<file path="src/rtl/wb_i2c_seq_if.sv">
// wb_i2c_seq_if: Wishbone link between the transaction sequencer (master)
// and the I2C master core (slave), including the core's interrupt line.
interface wb_i2c_seq_if;
  logic       cyc_o;
  logic       stb_o;
  logic       we_o;
  logic [1:0] adr_o;
  logic [7:0] dat_o;
  logic [7:0] dat_i;
  logic       ack_i;
  logic       irq_i;

  modport master (
    output cyc_o, stb_o, we_o, adr_o, dat_o,
    input  dat_i, ack_i, irq_i
  );

  modport slave (
    input  cyc_o, stb_o, we_o, adr_o, dat_o,
    output dat_i, ack_i, irq_i
  );
endinterface

</file>
<file path="src/rtl/wb_i2c_seq.sv">
// wb_i2c_seq: turns one I2C transaction request into the Wishbone register
// accesses that drive an I2C master core (enable, bus select, START, address,
// data bytes, STOP), streaming write bytes in and read bytes out.
// Optional feature macro WB_SEQ_POLL_EN: when defined, completion of each core
// command is found by polling CMDR; when undefined, the sequencer waits for
// irq_i and reads CMDR once.
module wb_i2c_seq #(
  parameter int WAIT_EN_IRQ = 1
) (
  input  logic         clk_i,
  input  logic         rst_i,
  input  logic         cmd_valid_i,
  output logic         cmd_ready_o,
  input  logic         cmd_rd_i,
  input  logic [6:0]   cmd_addr_i,
  input  logic [3:0]   cmd_bus_i,
  input  logic [3:0]   cmd_len_i,
  input  logic         cmd_close_i,
  input  logic [7:0]   wdata_i,
  input  logic         wdata_valid_i,
  output logic         wdata_ready_o,
  output logic [7:0]   rdata_o,
  output logic         rdata_valid_o,
  output logic         rdata_last_o,
  output logic         done_o,
  output logic         err_o,
  output logic [1:0]   err_code_o,
  wb_i2c_seq_if.master wb
);

  localparam logic [1:0] ADR_CSR  = 2'd0;
  localparam logic [1:0] ADR_DPR  = 2'd1;
  localparam logic [1:0] ADR_CMDR = 2'd2;

  localparam logic [7:0] CMD_WRITE     = 8'h01;
  localparam logic [7:0] CMD_READ_ACK  = 8'h02;
  localparam logic [7:0] CMD_READ_NACK = 8'h03;
  localparam logic [7:0] CMD_START     = 8'h04;
  localparam logic [7:0] CMD_STOP      = 8'h05;
  localparam logic [7:0] CMD_SET_BUS   = 8'h06;

  localparam logic [7:0] CSR_VALUE = (WAIT_EN_IRQ != 0) ? 8'hC0 : 8'h80;

  typedef enum logic [3:0] {
    IDLE, ENABLE, SETBUS, START, ADDR, DATA, STOP, WAIT, STATUS, RDDPR, DONE
  } state_t;

  // Remembers which core command the pending status belongs to.
  typedef enum logic [2:0] {
    LC_SETBUS, LC_START, LC_ADDR, LC_DATA, LC_STOP
  } last_t;

  state_t     state, state_n;
  last_t      last_cmd, last_cmd_n;
  logic [1:0] sub, sub_n;
  logic       enabled, enabled_n;
  logic       restart, restart_n;
  logic [3:0] cur_bus, cur_bus_n;
  logic       c_rd, c_rd_n;
  logic [6:0] c_addr, c_addr_n;
  logic [3:0] c_bus, c_bus_n;
  logic       c_close, c_close_n;
  logic [3:0] cnt, cnt_n;
  logic [1:0] err_pend, err_pend_n;
  logic [7:0] wbyte, wbyte_n;

  logic       cyc_n, stb_n, we_n;
  logic [1:0] adr_n;
  logic [7:0] dat_n;
  logic       cmd_ready_n, wdata_ready_n;
  logic [7:0] rdata_n;
  logic       rdata_valid_n, rdata_last_n;
  logic       done_n, err_n;
  logic [1:0] err_code_n;

  logic       acc_go, acc_we, acc_done;
  logic [1:0] acc_adr;
  logic [7:0] acc_dat;
  state_t     fin_state;
  logic [7:0] st;

  // Next-state, bus-request and output computation for the sequencer.
  always_comb begin
    state_n       = state;
    last_cmd_n    = last_cmd;
    sub_n         = sub;
    enabled_n     = enabled;
    restart_n     = restart;
    cur_bus_n     = cur_bus;
    c_rd_n        = c_rd;
    c_addr_n      = c_addr;
    c_bus_n       = c_bus;
    c_close_n     = c_close;
    cnt_n         = cnt;
    err_pend_n    = err_pend;
    wbyte_n       = wbyte;
    cyc_n         = wb.cyc_o;
    stb_n         = wb.stb_o;
    we_n          = wb.we_o;
    adr_n         = wb.adr_o;
    dat_n         = wb.dat_o;
    wdata_ready_n = 1'b0;
    rdata_n       = rdata_o;
    rdata_valid_n = 1'b0;
    rdata_last_n  = 1'b0;
    done_n        = 1'b0;
    err_n         = 1'b0;
    err_code_n    = err_code_o;
    acc_go        = 1'b0;
    acc_we        = 1'b0;
    acc_adr       = ADR_CSR;
    acc_dat       = 8'h00;
    acc_done      = wb.cyc_o && wb.ack_i;
    fin_state     = c_close ? DONE : STOP;
    st            = wb.dat_i;

    unique case (state)
      IDLE: begin
        if (cmd_valid_i && cmd_ready_o) begin
          c_rd_n     = cmd_rd_i;
          c_addr_n   = cmd_addr_i;
          c_bus_n    = cmd_bus_i;
          c_close_n  = cmd_close_i;
          cnt_n      = cmd_len_i;
          err_pend_n = 2'd0;
          sub_n      = 2'd0;
          if (!enabled)
            state_n = ENABLE;
          else if (restart && (cmd_bus_i == cur_bus))
            state_n = START;
          else
            state_n = SETBUS;
        end
      end
      ENABLE: begin
        acc_go = 1'b1; acc_we = 1'b1; acc_adr = ADR_CSR; acc_dat = CSR_VALUE;
        if (acc_done) begin
          enabled_n = 1'b1;
          state_n   = SETBUS;
        end
      end
      SETBUS: begin
        acc_go = 1'b1; acc_we = 1'b1;
        if (sub == 2'd0) begin
          acc_adr = ADR_DPR; acc_dat = {4'h0, c_bus};
          if (acc_done) sub_n = 2'd1;
        end else begin
          acc_adr = ADR_CMDR; acc_dat = CMD_SET_BUS;
          if (acc_done) begin
            cur_bus_n  = c_bus;
            last_cmd_n = LC_SETBUS;
            sub_n      = 2'd0;
            state_n    = WAIT;
          end
        end
      end
      START: begin
        acc_go = 1'b1; acc_we = 1'b1; acc_adr = ADR_CMDR; acc_dat = CMD_START;
        if (acc_done) begin
          last_cmd_n = LC_START;
          state_n    = WAIT;
        end
      end
      ADDR: begin
        acc_go = 1'b1; acc_we = 1'b1;
        if (sub == 2'd0) begin
          acc_adr = ADR_DPR; acc_dat = {c_addr, c_rd};
          if (acc_done) sub_n = 2'd1;
        end else begin
          acc_adr = ADR_CMDR; acc_dat = CMD_WRITE;
          if (acc_done) begin
            last_cmd_n = LC_ADDR;
            sub_n      = 2'd0;
            state_n    = WAIT;
          end
        end
      end
      DATA: begin
        if (c_rd) begin
          acc_go = 1'b1; acc_we = 1'b1; acc_adr = ADR_CMDR;
          acc_dat = (cnt == 4'd1) ? CMD_READ_NACK : CMD_READ_ACK;
          if (acc_done) begin
            last_cmd_n = LC_DATA;
            state_n    = WAIT;
          end
        end else begin
          unique case (sub)
            2'd0: begin
              if (wdata_valid_i) begin
                wdata_ready_n = 1'b1;
                sub_n         = 2'd1;
              end
            end
            2'd1: begin
              if (wdata_valid_i) begin
                wbyte_n = wdata_i;
                sub_n   = 2'd2;
              end else begin
                sub_n = 2'd0;
              end
            end
            2'd2: begin
              acc_go = 1'b1; acc_we = 1'b1; acc_adr = ADR_DPR; acc_dat = wbyte;
              if (acc_done) sub_n = 2'd3;
            end
            default: begin
              acc_go = 1'b1; acc_we = 1'b1; acc_adr = ADR_CMDR; acc_dat = CMD_WRITE;
              if (acc_done) begin
                last_cmd_n = LC_DATA;
                sub_n      = 2'd0;
                state_n    = WAIT;
              end
            end
          endcase
        end
      end
      STOP: begin
        acc_go = 1'b1; acc_we = 1'b1; acc_adr = ADR_CMDR; acc_dat = CMD_STOP;
        if (acc_done) begin
          last_cmd_n = LC_STOP;
          state_n    = WAIT;
        end
      end
      WAIT: begin
`ifdef WB_SEQ_POLL_EN
        state_n = STATUS;
`else
        if (wb.irq_i) state_n = STATUS;
`endif
      end
      STATUS: begin
        acc_go = 1'b1; acc_we = 1'b0; acc_adr = ADR_CMDR;
        if (acc_done) begin
          if (st[5]) begin
            err_pend_n = 2'd2;
            state_n    = DONE;
          end else if (st[4] || st[6]) begin
            if (err_pend == 2'd0) err_pend_n = st[4] ? 2'd3 : 2'd1;
            state_n = (last_cmd == LC_STOP) ? DONE : STOP;
          end else if (st[7]) begin
            unique case (last_cmd)
              LC_SETBUS: state_n = START;
              LC_START:  state_n = ADDR;
              LC_ADDR:   state_n = (cnt == 4'd0) ? fin_state : DATA;
              LC_DATA: begin
                if (c_rd) begin
                  state_n = RDDPR;
                end else begin
                  cnt_n   = cnt - 4'd1;
                  state_n = (cnt == 4'd1) ? fin_state : DATA;
                end
              end
              default:   state_n = DONE;
            endcase
          end else begin
            state_n = WAIT;
          end
        end
      end
      RDDPR: begin
        acc_go = 1'b1; acc_we = 1'b0; acc_adr = ADR_DPR;
        if (acc_done) begin
          rdata_n       = wb.dat_i;
          rdata_valid_n = 1'b1;
          rdata_last_n  = (cnt == 4'd1);
          cnt_n         = cnt - 4'd1;
          state_n       = (cnt == 4'd1) ? fin_state : DATA;
        end
      end
      default: begin
        done_n     = 1'b1;
        err_n      = (err_pend != 2'd0);
        err_code_n = err_pend;
        restart_n  = c_close && (err_pend == 2'd0);
        state_n    = IDLE;
      end
    endcase

    if (acc_done) begin
      cyc_n = 1'b0;
      stb_n = 1'b0;
      we_n  = 1'b0;
      adr_n = 2'd0;
      dat_n = 8'h00;
    end else if (acc_go && !wb.cyc_o) begin
      cyc_n = 1'b1;
      stb_n = 1'b1;
      we_n  = acc_we;
      adr_n = acc_adr;
      dat_n = acc_we ? acc_dat : 8'h00;
    end

    cmd_ready_n = (state_n == IDLE);
  end

  // State, captured command and registered outputs; reset aborts any bus cycle.
  always_ff @(posedge clk_i or negedge rst_i) begin
    if (!rst_i) begin
      state         <= IDLE;
      last_cmd      <= LC_SETBUS;
      sub           <= 2'd0;
      enabled       <= 1'b0;
      restart       <= 1'b0;
      cur_bus       <= 4'd0;
      c_rd          <= 1'b0;
      c_addr        <= 7'd0;
      c_bus         <= 4'd0;
      c_close       <= 1'b0;
      cnt           <= 4'd0;
      err_pend      <= 2'd0;
      wbyte         <= 8'h00;
      wb.cyc_o      <= 1'b0;
      wb.stb_o      <= 1'b0;
      wb.we_o       <= 1'b0;
      wb.adr_o      <= 2'd0;
      wb.dat_o      <= 8'h00;
      cmd_ready_o   <= 1'b0;
      wdata_ready_o <= 1'b0;
      rdata_o       <= 8'h00;
      rdata_valid_o <= 1'b0;
      rdata_last_o  <= 1'b0;
      done_o        <= 1'b0;
      err_o         <= 1'b0;
      err_code_o    <= 2'd0;
    end else begin
      state         <= state_n;
      last_cmd      <= last_cmd_n;
      sub           <= sub_n;
      enabled       <= enabled_n;
      restart       <= restart_n;
      cur_bus       <= cur_bus_n;
      c_rd          <= c_rd_n;
      c_addr        <= c_addr_n;
      c_bus         <= c_bus_n;
      c_close       <= c_close_n;
      cnt           <= cnt_n;
      err_pend      <= err_pend_n;
      wbyte         <= wbyte_n;
      wb.cyc_o      <= cyc_n;
      wb.stb_o      <= stb_n;
      wb.we_o       <= we_n;
      wb.adr_o      <= adr_n;
      wb.dat_o      <= dat_n;
      cmd_ready_o   <= cmd_ready_n;
      wdata_ready_o <= wdata_ready_n;
      rdata_o       <= rdata_n;
      rdata_valid_o <= rdata_valid_n;
      rdata_last_o  <= rdata_last_n;
      done_o        <= done_n;
      err_o         <= err_n;
      err_code_o    <= err_code_n;
    end
  end

endmodule

</file>
<file path="src/flat_wrapper.sv">
// flat-port wrapper written by rule: the top's interface ports become plain ports
module wb_i2c_seq_flat 
#(
  parameter int WAIT_EN_IRQ = 1
)
  (clk_i, rst_i, cmd_valid_i, cmd_ready_o, cmd_rd_i, cmd_addr_i, cmd_bus_i, cmd_len_i, cmd_close_i, wdata_i, wdata_valid_i, wdata_ready_o, rdata_o, rdata_valid_o, rdata_last_o, done_o, err_o, err_code_o, wb_cyc_o, wb_stb_o, wb_we_o, wb_adr_o, wb_dat_o, wb_dat_i, wb_ack_i, wb_irq_i);
  wb_i2c_seq_if wb_i ();
  input  logic clk_i;
  input  logic rst_i;
  input  logic cmd_valid_i;
  output logic cmd_ready_o;
  input  logic cmd_rd_i;
  input  logic [6:0] cmd_addr_i;
  input  logic [3:0] cmd_bus_i;
  input  logic [3:0] cmd_len_i;
  input  logic cmd_close_i;
  input  logic [7:0] wdata_i;
  input  logic wdata_valid_i;
  output logic wdata_ready_o;
  output logic [7:0] rdata_o;
  output logic rdata_valid_o;
  output logic rdata_last_o;
  output logic done_o;
  output logic err_o;
  output logic [1:0] err_code_o;
  output wire logic [$bits(wb_i.cyc_o)-1:0] wb_cyc_o;
  output wire logic [$bits(wb_i.stb_o)-1:0] wb_stb_o;
  output wire logic [$bits(wb_i.we_o)-1:0] wb_we_o;
  output wire logic [$bits(wb_i.adr_o)-1:0] wb_adr_o;
  output wire logic [$bits(wb_i.dat_o)-1:0] wb_dat_o;
  input wire logic [$bits(wb_i.dat_i)-1:0] wb_dat_i;
  input wire logic [$bits(wb_i.ack_i)-1:0] wb_ack_i;
  input wire logic [$bits(wb_i.irq_i)-1:0] wb_irq_i;
  assign wb_cyc_o = wb_i.cyc_o;
  assign wb_stb_o = wb_i.stb_o;
  assign wb_we_o = wb_i.we_o;
  assign wb_adr_o = wb_i.adr_o;
  assign wb_dat_o = wb_i.dat_o;
  assign wb_i.dat_i = wb_dat_i;
  assign wb_i.ack_i = wb_ack_i;
  assign wb_i.irq_i = wb_irq_i;
  wb_i2c_seq #(.WAIT_EN_IRQ(WAIT_EN_IRQ)) u_core (.clk_i(clk_i), .rst_i(rst_i), .cmd_valid_i(cmd_valid_i), .cmd_ready_o(cmd_ready_o), .cmd_rd_i(cmd_rd_i), .cmd_addr_i(cmd_addr_i), .cmd_bus_i(cmd_bus_i), .cmd_len_i(cmd_len_i), .cmd_close_i(cmd_close_i), .wdata_i(wdata_i), .wdata_valid_i(wdata_valid_i), .wdata_ready_o(wdata_ready_o), .rdata_o(rdata_o), .rdata_valid_o(rdata_valid_o), .rdata_last_o(rdata_last_o), .done_o(done_o), .err_o(err_o), .err_code_o(err_code_o), .wb(wb_i));
endmodule
</file>
<file path="config.mk">
export PLATFORM = sky130hd
export DESIGN_NAME = wb_i2c_seq_flat
export DESIGN_NICKNAME = d
export VERILOG_FILES = /design/src/rtl/wb_i2c_seq_if.sv /design/src/rtl/wb_i2c_seq.sv /design/src/flat_wrapper.sv
export SDC_FILE = /design/constraint.sdc
export NUM_CORES = 1
export LEC_CHECK = 0
export ABC_AREA = 1
export ABC_CLOCK_PERIOD_IN_PS = 3600
export BUFFER_PORTS_ARGS = -buffer_cell sky130_fd_sc_hd__buf_2
export CAP_MARGIN = 25
export CORE_MARGIN = 4
export CORE_UTILIZATION = 48
export CTS_CLUSTER_SIZE = 10
export DETAILED_ROUTE_END_ITERATION = 6
export GPL_ROUTABILITY_DRIVEN = 0
export GPL_TIMING_DRIVEN = 0
export PLACE_DENSITY = 0.7
export SYNTH_ARGS = -nofsm -noshare
export SYNTH_HDL_FRONTEND = slang
export SYNTH_SLANG_ARGS = --single-unit
</file>
<file path="constraint.sdc">
create_clock -name clk_i -period 3.6 [get_ports clk_i]
set_clock_uncertainty 0.2 [all_clocks]
set_input_delay 0.18 -clock clk_i [delete_from_list [all_inputs] [get_ports clk_i]]
set_output_delay 0.18 -clock clk_i [all_outputs]
set_load 0.05 [all_outputs]
</file>
==> flow_summary.toml <==
[setup_path]
path_max_fanout = 6
critPathKind = "register to register"
cp.arrival_ns = 2.51
crit_required_ns = 3.63
crit_path_start_kind = "register"
endpoint_kind = "register"

[yosys]
synth_edf_count = 0
yosys.area.top_type = "dfrtp_1"
ys_ff_latch = 70
async_reset_ff_frac = 1.000
synth_cell_types = 33
synth.avg_cell_area_sq_um = 7.609
syn_inst = 492
ys_warn_count = 0
ys_seq_area_frac = 0.4679
synth_nets = 534
syn-cell-area_sq_um = 3744
synth_area_leaders = "dfrtp_1 (47%), nand2_1 (17%), o21ai_0 (6.0%)"
synthFlopType = "dfrtp_1"
synth_top_area_frac = 0.4679

[pwr]
powerDensity_nw_per_um2 = 698.7
ir_worst_vdd_v = 0.0004019
leakagePower_uw = 0.002638

[clocking]
ctsHtreeMaxLevel = 3
clkLatencyLatePin_ns = 0.35
cts_buffers = 9
ctsResizeCount = 0
cts_hold_buf = 38
cts_setup_buffers = 0
path_clk_slew_ns = 0.08
clk_path_buf_depth = 2
cts_tree = "built"
clkSinkCount = 70
cts_root_buffer = "clkbuf_8"

[grt]
track_usage = 0.2135
grt_pass1_vias = 3324
grt_max_degree = 71
grt_first_pass_wirelength_um = 15430
antenna_found_initial = 0
gr-total-overflow = 0

[timing]
tightest_slew_ns = 0.8571
finalSetupTns_ns = 0
min_period_ns = 2.477
worst_slack_ns = 1.123
setup_viol = 0
fmax_mhz = 403.7
hold_viol_final = 0
fin_crit_sh = 0.6881
maxSlewViolCount = 0
grt_setup_unrepaired = "false"
max-slew-margin-rel = 0.4286

[detailed_routing]
drtIter0Drc = 245
top_layer_used = "met4"
routed_via_density = 5.077
wl_met3_um = 591
routedWlPerCell_um = 13.15
via_count = 3615
postRouteAntennaNets = 0
drtPass1Iterations = 5
finalWirelength_um = 9366
wl_met1_um = 4312
wl_met2_um = 4277
drc = 0

[floorplanning]
die_area_sq_um = 9276
fp.coreArea_sq_um = 7408
initial_core_util = 0.5053
ios = 68
rows = 31
die_width_um = 96.31
die_h_um = 96.31

[placed_design]
port-buffer-count = 67
hpwlAfterDp_um = 6870
dpl_worst_slack_ns = 1.563

[status]
status = "finished clean"

[final_layout]
nets = 650
final_common_cell = "nand2_1"
diodes = 0
seq_area_sq_um = 1752
drive_gt1_frac = 0.1941
areaGrowthSynthToFinish_pct = 28.64
n_fill_cell = 667
multi_input_area_sq_um = 1763
final_cell_mix = "nand2_1 (169), dfrtp_1 (70), buf_2 (68)"

[run]
cap_viol_max_count = 0

[min_path]
hp-class = "primary input to register"
## synth_stat cells, drive strengths merged, types with 2 or more instances
library cell / count
a21oi: 18
buf: 5
clkbuf: 4
dfrtp: 70
ha: 3
inv: 47
mux2: 8
nand2: 173
nand3: 45
nand4: 2
nor2: 51
nor3: 7
o211ai: 4
o21ai: 47
xnor2: 2
xor2: 2
## sequential cells by signal (all words and copies together), names as in the netlist, 2 cells and up
signal and cells:
u_core.wb.dat_o 8, u_core.wbyte 8, u_core.sub 2, u_core.cnt 4, u_core.cur_bus 4, u_core.err_pend 2, u_core.state 4, u_core.c_bus 4
u_core.rdata_o 8, u_core.err_code_o 2, u_core.last_cmd 3, u_core.wb.adr_o 2, u_core.c_addr 7
## worst max-delay path: stages (launching register included)
cell and delay, ns:
dfrtp_1 0.45, nor2_1 0.34, inv_1 0.15, nor2_4 0.18, nand2_1 0.09, a21oi_1 0.16, nor2_1 0.10, o211ai_1 0.08
dlygate4sd3_1 0.57, nand2_1 0.06
## path summary, 6_finish.rpt
kind,slack [ns],cells after the start,to,startpoint
max reg2reg,1.12,9,u_core.err_pend[1],u_core.state[0]
min,0.14,5,u_core.c_bus[2],cmd_valid_i
min reg2reg,0.28,2,u_core.rdata_o[4],u_core.rdata_o[4]
max in group asynchronous,2.35,2,u_core.wbyte[1],rst_i
max,1.12,9,u_core.err_pend[1],u_core.state[0]
min in group asynchronous,0.30,2,u_core.err_pend[1],rst_i
## where the power goes
part,leakage [uW],switching [uW],internal (uW),total (uW)
sequential,0.000923,170,1000,1170
combinational,0.00161,1020,447,1470
clock,0.000110,311,414,724
total,0.00264,1500,1860,3360
## through the flow
step | hold WS [ns] | power, uW | cells | area, sq um | utilization
global placement | 0.1732 | 2583 | 658 | 4203 | 0.5673
floorplan | -0.3156 | 2239 | 492 | 3744 | -
global route | 0.1667 | 3617 | 712 | 4816 | 0.6501
finish | 0.1366 | 3365 | 712 | 4816 | 0.6501
CTS | 0.1241 | 3377 | 712 | 4816 | 0.6501
detailed placement | 0.1629 | 2615 | 658 | 4205 | 0.5676
## layer usage
metal	vias to the layer above	global-route usage
met5	-	0
met4	0	0.07710
met3	18	0.03987
met2	121	0.3209
met1	1648	0.3080
li1	1828	-
## kinds of logic after synthesis
kind of cell	Yosys count	synth area share
flops	70	0.4679
simple gates	279	0.3212
buf+inv	56	0.06116
fa+ha+maj	3	0.01003
compound gates	72	0.1063
mux	8	0.02407
xor+xnor	4	0.009360
## layout make-up
cell class	instances	share of cell area
multi-input combinational	366	0.3661
sequential	70	0.3637
timing repair buffer	105	0.1491
inverter	47	0.03663
clock buffer	10	0.02858
tap	99	0.02572
clock inverter	6	0.01923
buffer	9	0.01091
Power figures use the tool's default switching activity.
